==> src/rtl/subtrator_pkg.sv <==
// Shared types and helpers for the bit-serial subtractor.
// FSM state encoding and counter width helper.
package subtrator_pkg;

  typedef enum logic [1:0] {
    ST_IDLE  = 2'd0,
    ST_SHIFT = 2'd1,
    ST_DONE  = 2'd2
  } state_e;

  // Counter width for a WIDTH-bit operand: $clog2(WIDTH), never below 1.
  function automatic int cnt_w(input int width);
    return (width <= 2) ? 1 : $clog2(width);
  endfunction

endpackage

==> src/rtl/subtrator_bit_cell.sv <==
// One-bit full subtractor: d = a - b - bin, bout = borrow out.
// Ports: a, b, bin (in); d, bout (out). Purely combinational.
module subtrator_bit_cell
  import subtrator_pkg::*;
(
  input  logic a,
  input  logic b,
  input  logic bin,
  output logic d,
  output logic bout
);

  always_comb begin
    d    = a ^ b ^ bin;
    bout = (~a & b) | (~(a ^ b) & bin);
  end

endmodule

==> src/rtl/subtrator_serial.sv <==
// Bit-serial WIDTH-bit subtractor, diff = a - b, LSB first, start/busy/done.
// Ports: clk, rst, start, a, b -> busy, done, diff, borrow_out[, ovf if SUBTRATOR_OVERFLOW_EN].
module subtrator_serial
  import subtrator_pkg::*;
#(
  parameter int WIDTH = 8
) (
  input  logic             clk,
  input  logic             rst,
  input  logic             start,
  input  logic [WIDTH-1:0] a,
  input  logic [WIDTH-1:0] b,
  output logic             busy,
  output logic             done,
  output logic [WIDTH-1:0] diff,
`ifdef SUBTRATOR_OVERFLOW_EN
  output logic             ovf,
`endif
  output logic             borrow_out
);

  localparam int CW = cnt_w(WIDTH);
  localparam logic [CW-1:0] CNT_LAST = CW'(WIDTH - 1);

  state_e           state_q, state_d;
  logic [WIDTH-1:0] a_q, a_d;
  logic [WIDTH-1:0] b_q, b_d;
  logic [WIDTH-1:0] diff_q, diff_d;
  logic [CW-1:0]    cnt_q, cnt_d;
  logic             br_q, br_d;
  logic             bo_q, bo_d;
  logic             d_bit, bo_bit;

  subtrator_bit_cell u_cell (
    .a    (a_q[0]),
    .b    (b_q[0]),
    .bin  (br_q),
    .d    (d_bit),
    .bout (bo_bit)
  );

`ifdef SUBTRATOR_OVERFLOW_EN
  // Operand MSBs are kept apart because a_q/b_q are shifted away.
  logic am_q, am_d;
  logic bm_q, bm_d;
  logic ovf_q, ovf_d;
`endif

  always_comb begin
    state_d = state_q;
    a_d     = a_q;
    b_d     = b_q;
    diff_d  = diff_q;
    cnt_d   = cnt_q;
    br_d    = br_q;
    bo_d    = bo_q;
`ifdef SUBTRATOR_OVERFLOW_EN
    am_d    = am_q;
    bm_d    = bm_q;
    ovf_d   = ovf_q;
`endif
    unique case (state_q)
      ST_IDLE: begin
        if (start) begin
          state_d = ST_SHIFT;
          a_d     = a;
          b_d     = b;
          diff_d  = '0;
          cnt_d   = '0;
          br_d    = 1'b0;
          bo_d    = 1'b0;
`ifdef SUBTRATOR_OVERFLOW_EN
          am_d    = a[WIDTH-1];
          bm_d    = b[WIDTH-1];
          ovf_d   = 1'b0;
`endif
        end
      end
      ST_SHIFT: begin
        diff_d = {d_bit, diff_q[WIDTH-1:1]};
        a_d    = {1'b0, a_q[WIDTH-1:1]};
        b_d    = {1'b0, b_q[WIDTH-1:1]};
        br_d   = bo_bit;
        cnt_d  = cnt_q + 1'b1;
        if (cnt_q == CNT_LAST) begin
          state_d = ST_DONE;
          bo_d    = bo_bit;
`ifdef SUBTRATOR_OVERFLOW_EN
          // On the last edge d_bit is the result MSB.
          ovf_d   = (am_q ^ bm_q) & (am_q ^ d_bit);
`endif
        end
      end
      ST_DONE: state_d = ST_IDLE;
      default: state_d = ST_IDLE;
    endcase
  end

  always_ff @(posedge clk) begin
    if (rst) begin
      state_q <= ST_IDLE;
      a_q     <= '0;
      b_q     <= '0;
      diff_q  <= '0;
      cnt_q   <= '0;
      br_q    <= 1'b0;
      bo_q    <= 1'b0;
`ifdef SUBTRATOR_OVERFLOW_EN
      am_q    <= 1'b0;
      bm_q    <= 1'b0;
      ovf_q   <= 1'b0;
`endif
    end else begin
      state_q <= state_d;
      a_q     <= a_d;
      b_q     <= b_d;
      diff_q  <= diff_d;
      cnt_q   <= cnt_d;
      br_q    <= br_d;
      bo_q    <= bo_d;
`ifdef SUBTRATOR_OVERFLOW_EN
      am_q    <= am_d;
      bm_q    <= bm_d;
      ovf_q   <= ovf_d;
`endif
    end
  end

  assign busy       = (state_q == ST_SHIFT);
  assign done       = (state_q == ST_DONE);
  assign diff       = diff_q;
  assign borrow_out = bo_q;
`ifdef SUBTRATOR_OVERFLOW_EN
  assign ovf        = ovf_q;
`endif

endmodule

==> config.mk <==
export PLATFORM = sky130hd
export DESIGN_NAME = subtrator_serial
export DESIGN_NICKNAME = d
export VERILOG_FILES = /design/src/rtl/subtrator_pkg.sv /design/src/rtl/subtrator_bit_cell.sv /design/src/rtl/subtrator_serial.sv
export SDC_FILE = /design/constraint.sdc
export NUM_CORES = 1
export LEC_CHECK = 0
export CAP_MARGIN = 30
export CELL_PAD_IN_SITES_DETAIL_PLACEMENT = 1
export CELL_PAD_IN_SITES_GLOBAL_PLACEMENT = 2
export CORE_MARGIN = 3
export CORE_UTILIZATION = 25
export CTS_CLUSTER_SIZE = 14
export DETAILED_ROUTE_END_ITERATION = 10
export GPL_ROUTABILITY_DRIVEN = 0
export HOLD_SLACK_MARGIN = 0.05
export PLACE_DENSITY_LB_ADDON = 0.1
export RECOVER_POWER = 25
export SLEW_MARGIN = 10
export SYNTH_ARGS = -nofsm -noshare
export SYNTH_HDL_FRONTEND = slang
export SYNTH_SLANG_ARGS = --single-unit
==> constraint.sdc <==
create_clock -name clk -period 2 [get_ports clk]
set_clock_uncertainty 0.2 [all_clocks]
set_input_delay 0.6 -clock clk [delete_from_list [all_inputs] [get_ports clk]]
set_output_delay 0.6 -clock clk [all_outputs]
set_load 0.1 [all_outputs]
==> summary.md, run 1 <==
| Metric | Value |
|---|---|
| Number of vias per cell | 4.79 |
| Warnings, synthesis | 0 |
| Initial drt markers | 25 |
| Hold Violations, Final | 0 |
| Post-CTS setup buffers | 0 |
| Hold Crit Class | reg -> reg |
| Post-CTS Resized | 0 |
| CTS Buf Count | 5 |
| Drt total wl | 3590 µm |
| Critical Path RT | 1.20 ns |
| CTS tree | built |
| Yosys top cell by area | dfxtp_1 |
| Post-synthesis sequential area ratio | 0.449 |
| Num ports | 30 |
| Clock buffer depth | 2 |
| # diodes | 0 |
| Arrival time worst endpoint | 1.13 ns |
| Peak VDD IR | 0.288 mV |
| NetSw | 0.369 mW |
| Initial antenna violation count | 0 |
| Met1 GRT Util | 0.147 |
| Syn Nets | 163 |
| Number of flops mapped to enable cells by yosys | 0 |
| CP max stage cell | dfxtp_1 |
| Synth top area share | 0.449 |
| Reg area | 622 µm² |
| Power Total | 1.40 mW |
| Inst Count DP | 238 |
| Number of global-route vias before repair | 1179 |
| Predominant post-synthesis flop cell | dfxtp_1 |
| Worst setup path category | reg -> out |
| Hold Buf Count CTS | 0 |
| Netlist Area Pre-Place | 0.00138 mm² |
| Die ar. | 0.00646 mm² |
| Clock latency on the worst-skew pair | 0.28 ns |
| P_leak | 0.707 nW |
| Via Count | 1173 |
| Root buffer cell | clkbuf_8 |
| Setup violators final | 0 |
| Sw Share | 0.263 |
| Met3 GRT Util | 0.0493 |
| Number of max-cap violations | 0 |
| Gate Count Post-Synth | 141 |
| Finished Layout Cells | 245 |
| Worst-path cell chain | nor2b_4, buf_12 |
| Layout Utilization | 0.354 |
| Number of register bits inferred by synthesis | 31 |
| Finished Cell Area | 0.00185 mm² |
| Area of the multi-input gates | 669 µm² |
| TritonRoute pass-1 iters | 4 |
| Commonest cells in the netlist | 39 x nor2_1, 31 x dfxtp_1, 13 x a22oi_1 |
| Gate power share | 0.169 |
| Count leader, synth | nor2_1 |
| Ys async rst share | 0 |
| Fmax | 519 MHz |
| Grt total ovfl | 0 |
| Fin crit share | 0.963 |
| Wire per inst | 14.6 µm |
| Unrepaired setup endpoints after global routing | no |
| Synthesized area per cell | 9.81 µm² |
| Clock transition at path regs | 0.06 ns |
| Layout cell share with drive strength beyond 1 | 0.246 |
| Post-placement cell area | 0.00189 mm² |
| Endpoint type of the worst setup path | output port |
| Met2 Use GR | 0.199 |
| Fin nets | 197 |
| GRT busiest layer | met2 |
| Flop pwr share | 0.481 |
| Post-route DRC violation count | 0 |
| Max incr delay on CP | 0.43 ns |
| Worst setup SP type | register |
| DP HPWL | 2610 µm |
| Slew HR | 0.498 |
| Gr usage total | 0.123 |
| Row count | 26 |
| Top cells by area, synth | dfxtp_1 45%, nor2_1 11%, a211oi_2 9.0%, a22oi_1 7.1%, o2bb2ai_1 6.3% |
| First-pass GRT wire length | 6010 µm |
| Htree depth | 2 |
| Area Overhead vs Synth | 34.1% |
| Post-route ant nets | 0 |
| Power share of the clock group | 0.350 |
| Status | completed |
| Hold WS | 0.290 ns |
| Slew Limit Fails | 0 |
| Num Clock Sinks | 31 |
| Slew @ Worst Pin | 0.753 ns |
| Crit-path max FO | 4 |
| Fill cell total of the finished layout | 595 |
| Die X | 80.4 µm |
| Count of cell types in the netlist | 26 |
| Final min period | 1.93 ns |
| I/O Buffers | 29 |
| Starting Density | 0.264 |
| Core Region | 0.00524 mm² |
| Die height | 80.4 µm |
| Int Power | 1.03 mW |
| Largest net degree at the start of global routing | 32 |
| Power Density | 756 mW/mm² |
==> state kept, by name (all words and copies together) (netlist names) <==
register,count
a_q,8
b_q,8
diff,8
cnt_q,3
state_q,2
borrow_out,1
br_q,1
==> metrics by stage <==
step | TNS, ns | setup slack, ns
after global routing | 0 | 0.00313
after global placement | -1.18 | -0.0907
final | 0 | 0.0737
after CTS | 0 | 0.0404
after detailed placement | -1.83 | -0.125
after floorplan | 0 | 0.0339
==> layout make-up <==
class / instances / area share
flip-flops and latches: 31 / 0.335
well taps: 70 / 0.0472
repair buffers: 38 / 0.201
multi-input cells: 95 / 0.361
clock buffers: 6 / 0.0445
clock inverters: 1 / 0.00270
inverters: 4 / 0.00810
==> power groups by stage <==
| stage | Combinational, mW | Sequential [mW] | Clock, mW |
|---|---|---|---|
| 2_1_floorplan | 0.150 | 0.693 | 0 |
| 3_3_place_gp | 0.245 | 0.687 | 0 |
| 3_5_place_dp | 0.249 | 0.689 | 0 |
| 4_1_cts | 0.251 | 0.675 | 0.512 |
| 5_1_grt | 0.263 | 0.677 | 0.543 |
| 6_report | 0.237 | 0.673 | 0.491 |
==> critical path, delay by kind of cell (launching register included) <==
kind,cells,cell delay (ns)
buffers and inverters,1,0.19
flip-flops,1,0.43
AND/OR/NAND/NOR,1,0.23
==> layout by cell type (no fill, tap or decap), drive strengths merged <==
cell	n
inv	4
nand2	1
o21ai	1
ha	2
dfxtp	31
clkbuf	13
a22oi	13
nand3	1
nor2b	1
o21bai	1
o2bb2ai	10
o21ba	1
nor3b	2
nand2b	1
a21oi	1
a221oi	1
fa	1
nor2	39
clkdlybuf4s50	18
o22ai	4
a211oi	15
clkinv	1
buf	13
==> metal layers <==
layer / up-vias / wire (µm)
met5: - / 0
met4: 0 / 49
met3: 5 / 148
met2: 19 / 1720
met1: 575 / 1670
li1: 574 / -
==> path summary, 6_finish.rpt <==
kind                   start    endpoint  slack (ns)  cells past startpoint
setup / recovery  state_q[0]        busy        0.07                      2
hold / removal    borrow_out  borrow_out        0.29                      2
setup reg to reg  state_q[0]      b_q[6]        0.49                      4
hold reg to reg   borrow_out  borrow_out        0.29                      2
==> logic make-up (layout without fill, tap and decap cells) <==
| group | Yosys count | count (layout) | share of synthesized area |
|---|---|---|---|
| DFF | 31 | 31 | 0.449 |
| adders and majority gates | 3 | 3 | 0.0326 |
| buffers and inverters | 15 | 49 | 0.0724 |
| and+or+nand+nor | 45 | 45 | 0.138 |
| AOI/OAI and AO/OA | 47 | 47 | 0.309 |
No activity file was read; power rests on OpenSTA's default activity.
==> inputs of run 2 (changes only) <==
--- a/config.mk
+++ b/config.mk
@@ -9,13 +9,14 @@
 export CELL_PAD_IN_SITES_DETAIL_PLACEMENT = 1
 export CELL_PAD_IN_SITES_GLOBAL_PLACEMENT = 2
 export CORE_MARGIN = 3
-export CORE_UTILIZATION = 25
+export CORE_UTILIZATION = 33
 export CTS_CLUSTER_SIZE = 14
 export DETAILED_ROUTE_END_ITERATION = 10
 export GPL_ROUTABILITY_DRIVEN = 0
 export HOLD_SLACK_MARGIN = 0.05
 export PLACE_DENSITY_LB_ADDON = 0.1
 export RECOVER_POWER = 25
+export SKIP_CTS_REPAIR_TIMING = 1
 export SLEW_MARGIN = 10
 export SYNTH_ARGS = -nofsm -noshare
 export SYNTH_HDL_FRONTEND = slang
==> run 2 against run 1 <==
  * Wire length is 2.6% lower
  * First-iteration DRC count is 68% higher
  * Count of clock-buffer cells in the layout is 1 higher
  * Sequential share of layout area is 0.71 points higher
  * Sequential power barely moved
  * Worst setup slack better by 0.037 ns
  * Worst hold slack better by 0.016 ns
  * Critical endpoint is now done
  * Largest cell class unchanged
  * Largest power group unchanged
==> summary.md, run 2 (same netlist as run 1, synthesis figures left out) <==
| Metric | Value |
|---|---|
| Status | completed |
| Worst setup SP type | register |
| Reg area | 623 µm² (+0.20%) |
| Arrival time worst endpoint | 1.09 ns (-0.04 ns) |
| Hold Violations, Final | 0 (unchanged) |
| Fmax | 529 MHz (+2.0%) |
| Row count | 22 (-15%) |
| Layout cell share with drive strength beyond 1 | 0.244 (-0.00140) |
| Worst-path cell chain | inv_1, nor2_4, buf_12 |
| Reg-to-Reg Start | state_q[0] |
| Sw Share | 0.272 (+0.00812) |
| Die ar. | 0.00500 mm² (-23%) |
| Wire per inst | 15.6 µm (+6.5%) |
| Largest net degree at the start of global routing | 32 (unchanged) |
| CTS Buf Count | 5 (unchanged) |
| Clock buffer depth | 2 (unchanged) |
| CTS tree | built |
| Leading cell types in the layout, fill and taps excluded | 38 x nor2_1, 29 x dfxtp_1, 18 x clkdlybuf4s50_1 |
| Die height | 70.7 µm (-12%) |
| Gr usage total | 0.153 (+0.0298) |
| CP top delay family | flip-flops |
| Final min period | 1.89 ns (-0.0372 ns) |
| Initial drt markers | 42 (+68%) |
| Number of global-route vias before repair | 1277 (+8.3%) |
| P_leak | 0.702 nW (-0.68%) |
| Gate power share | 0.170 (about the same) |
| Num ports | 30 (unchanged) |
| Hold Crit Class | reg -> reg |
| First-pass GRT wire length | 6070 µm (+0.93%) |
| TritonRoute pass-1 iters | 4 (unchanged) |
| Power Density | 758 mW/mm² (+0.30%) |
| Setup TNS | 0 ns (unchanged) |
| Peak VDD IR | 0.497 mV (+72%) |
| Cells on worst reg2reg path | 4 (unchanged) |
| Initial antenna violation count | 0 (unchanged) |
| Drt total wl | 3490 µm (-2.6%) |
| Endpoint type of the worst setup path | output port |
| Area of the multi-input gates | 669 µm² (unchanged) |
| I/O Buffers | 29 (unchanged) |
| Bufs and invs on worst path | 2 (+1) |
| Number of vias per cell | 5.17 (+7.9%) |
| Unrepaired setup endpoints after global routing | no |
| Slew @ Worst Pin | 0.730 ns (-0.0225 ns) |
| Max incr delay on CP | 0.41 ns (-0.02 ns) |
| Crit-path max FO | 6 (+2) |
| Slew HR | 0.513 (+0.0150) |
| Reg2reg end | a_q[2] |
| Post-route ant nets | 0 (unchanged) |
| Post-route DRC violation count | 0 (unchanged) |
| Fin crit share | 0.945 (-0.0186) |
| Slew Limit Fails | 0 (unchanged) |
| Fin nets | 197 (unchanged) |
| CP max stage cell | dfxtp_2 |
| Starting Density | 0.359 (+0.0948) |
| Worst R2R Setup Slack | 0.46 ns (-0.03 ns) |
| Area Overhead vs Synth | 31.6% |
| Htree depth | 2 (unchanged) |
| Via Count | 1157 (-1.4%) |
| Core Region | 0.00385 mm² (-26%) |
| # diodes | 0 (unchanged) |
| Int Power | 1.00 mW (-2.7%) |
| NetSw | 0.374 mW (+1.4%) |
| Die X | 70.7 µm (-12%) |
| Clock latency on the worst-skew pair | 0.28 ns (about the same) |
| Grt total ovfl | 0 (unchanged) |
| Critical Path RT | 1.20 ns (about the same) |
| Clock transition at path regs | 0.07 ns (about the same) |
| Root buffer cell | clkbuf_8 |
| Worst setup path category | reg -> out |
| Setup violators final | 0 (unchanged) |
| Number of max-cap violations | 0 (unchanged) |
| Fill cell total of the finished layout | 453 (-24%) |
| Commonest non-fill, non-tap cell in the layout | nor2_1 |
| HP Start | borrow_out |
| Layout Utilization | 0.472 (+0.118) |
| Num Clock Sinks | 31 (unchanged) |
| Hold depth | 2 (unchanged) |
| DP HPWL | 2480 µm (-5.1%) |
| Flop pwr share | 0.489 (+0.008) |
| Power share of the clock group | 0.341 (-0.009) |
| WHS Endpoint | borrow_out |
-- run 2: cell count changes in the layout (fill, tap and decap cells not counted) --
| cell | delta |
|---|---|
| buf_2 | +1 |
| clkbuf_8 | -1 |
| clkbuf_4 | -2 |
| dfxtp_2 | +1 |
| clkbuf_1 | +2 |
| buf_4 | +1 |
| dfxtp_1 | -1 |
-- run 2: power groups by stage --
stage | clock network (mW) | logic (mW) | registers [mW]
finish | 0.470 | 0.234 | 0.675
global route | 0.515 | 0.258 | 0.680
CTS | 0.485 | 0.245 | 0.676
detailed placement | 0 | 0.243 | 0.689
global placement | 0 | 0.236 | 0.687
floorplan | 0 | 0.150 | 0.693
-- run 2: worst min-delay path, cell delays in order (launching register included) --
cell and delay, ns:
dfxtp_1 0.32, o21ai_0 0.07, a21oi_1 0.06
-- run 2: stage by stage --
stage | total power, mW | std cells | setup WS (ns) | hold slack [ns] | instance area, µm²
2_1_floorplan | 0.843 | 141 | 0.0339 | 0.260 | 1390
3_3_place_gp | 0.923 | 216 | -0.0699 | 0.274 | 1850
3_5_place_dp | 0.932 | 216 | -0.150 | 0.295 | 1850
4_1_cts | 1.41 | 224 | 0.0519 | 0.313 | 1930
5_1_grt | 1.45 | 224 | 0.0309 | 0.347 | 1820
6_report | 1.38 | 224 | 0.111 | 0.305 | 1820
-- run 2: how the worst max path moves through the flow --
stage               endpoint       start  cells past startpoint  slack, ns
floorplan               done  state_q[1]                      3       0.03
global placement      a_q[2]       start                      4      -0.07
detailed placement    a_q[2]       start                      4      -0.15
CTS                     busy  state_q[0]                      2       0.05
global route          a_q[1]       start                      4       0.03
finish                  done  state_q[1]                      3       0.11
-- run 2: cell type report --
class	instances	share of cell area
inverters	4	0.00825
multi-input cells	95	0.368
repair buffers	38	0.204
clock buffers	7	0.0420
flip-flops and latches	31	0.343
clock inverters	1	0.00275
well taps	48	0.0330
-- run 2: metal layers --
| layer | wire length (µm) | track usage |
|---|---|---|
| met1 | 1510 | 0.183 |
| met2 | 1790 | 0.261 |
| met3 | 158 | 0.0440 |
| met4 | 34 | 0.0522 |
| met5 | 0 | 0 |
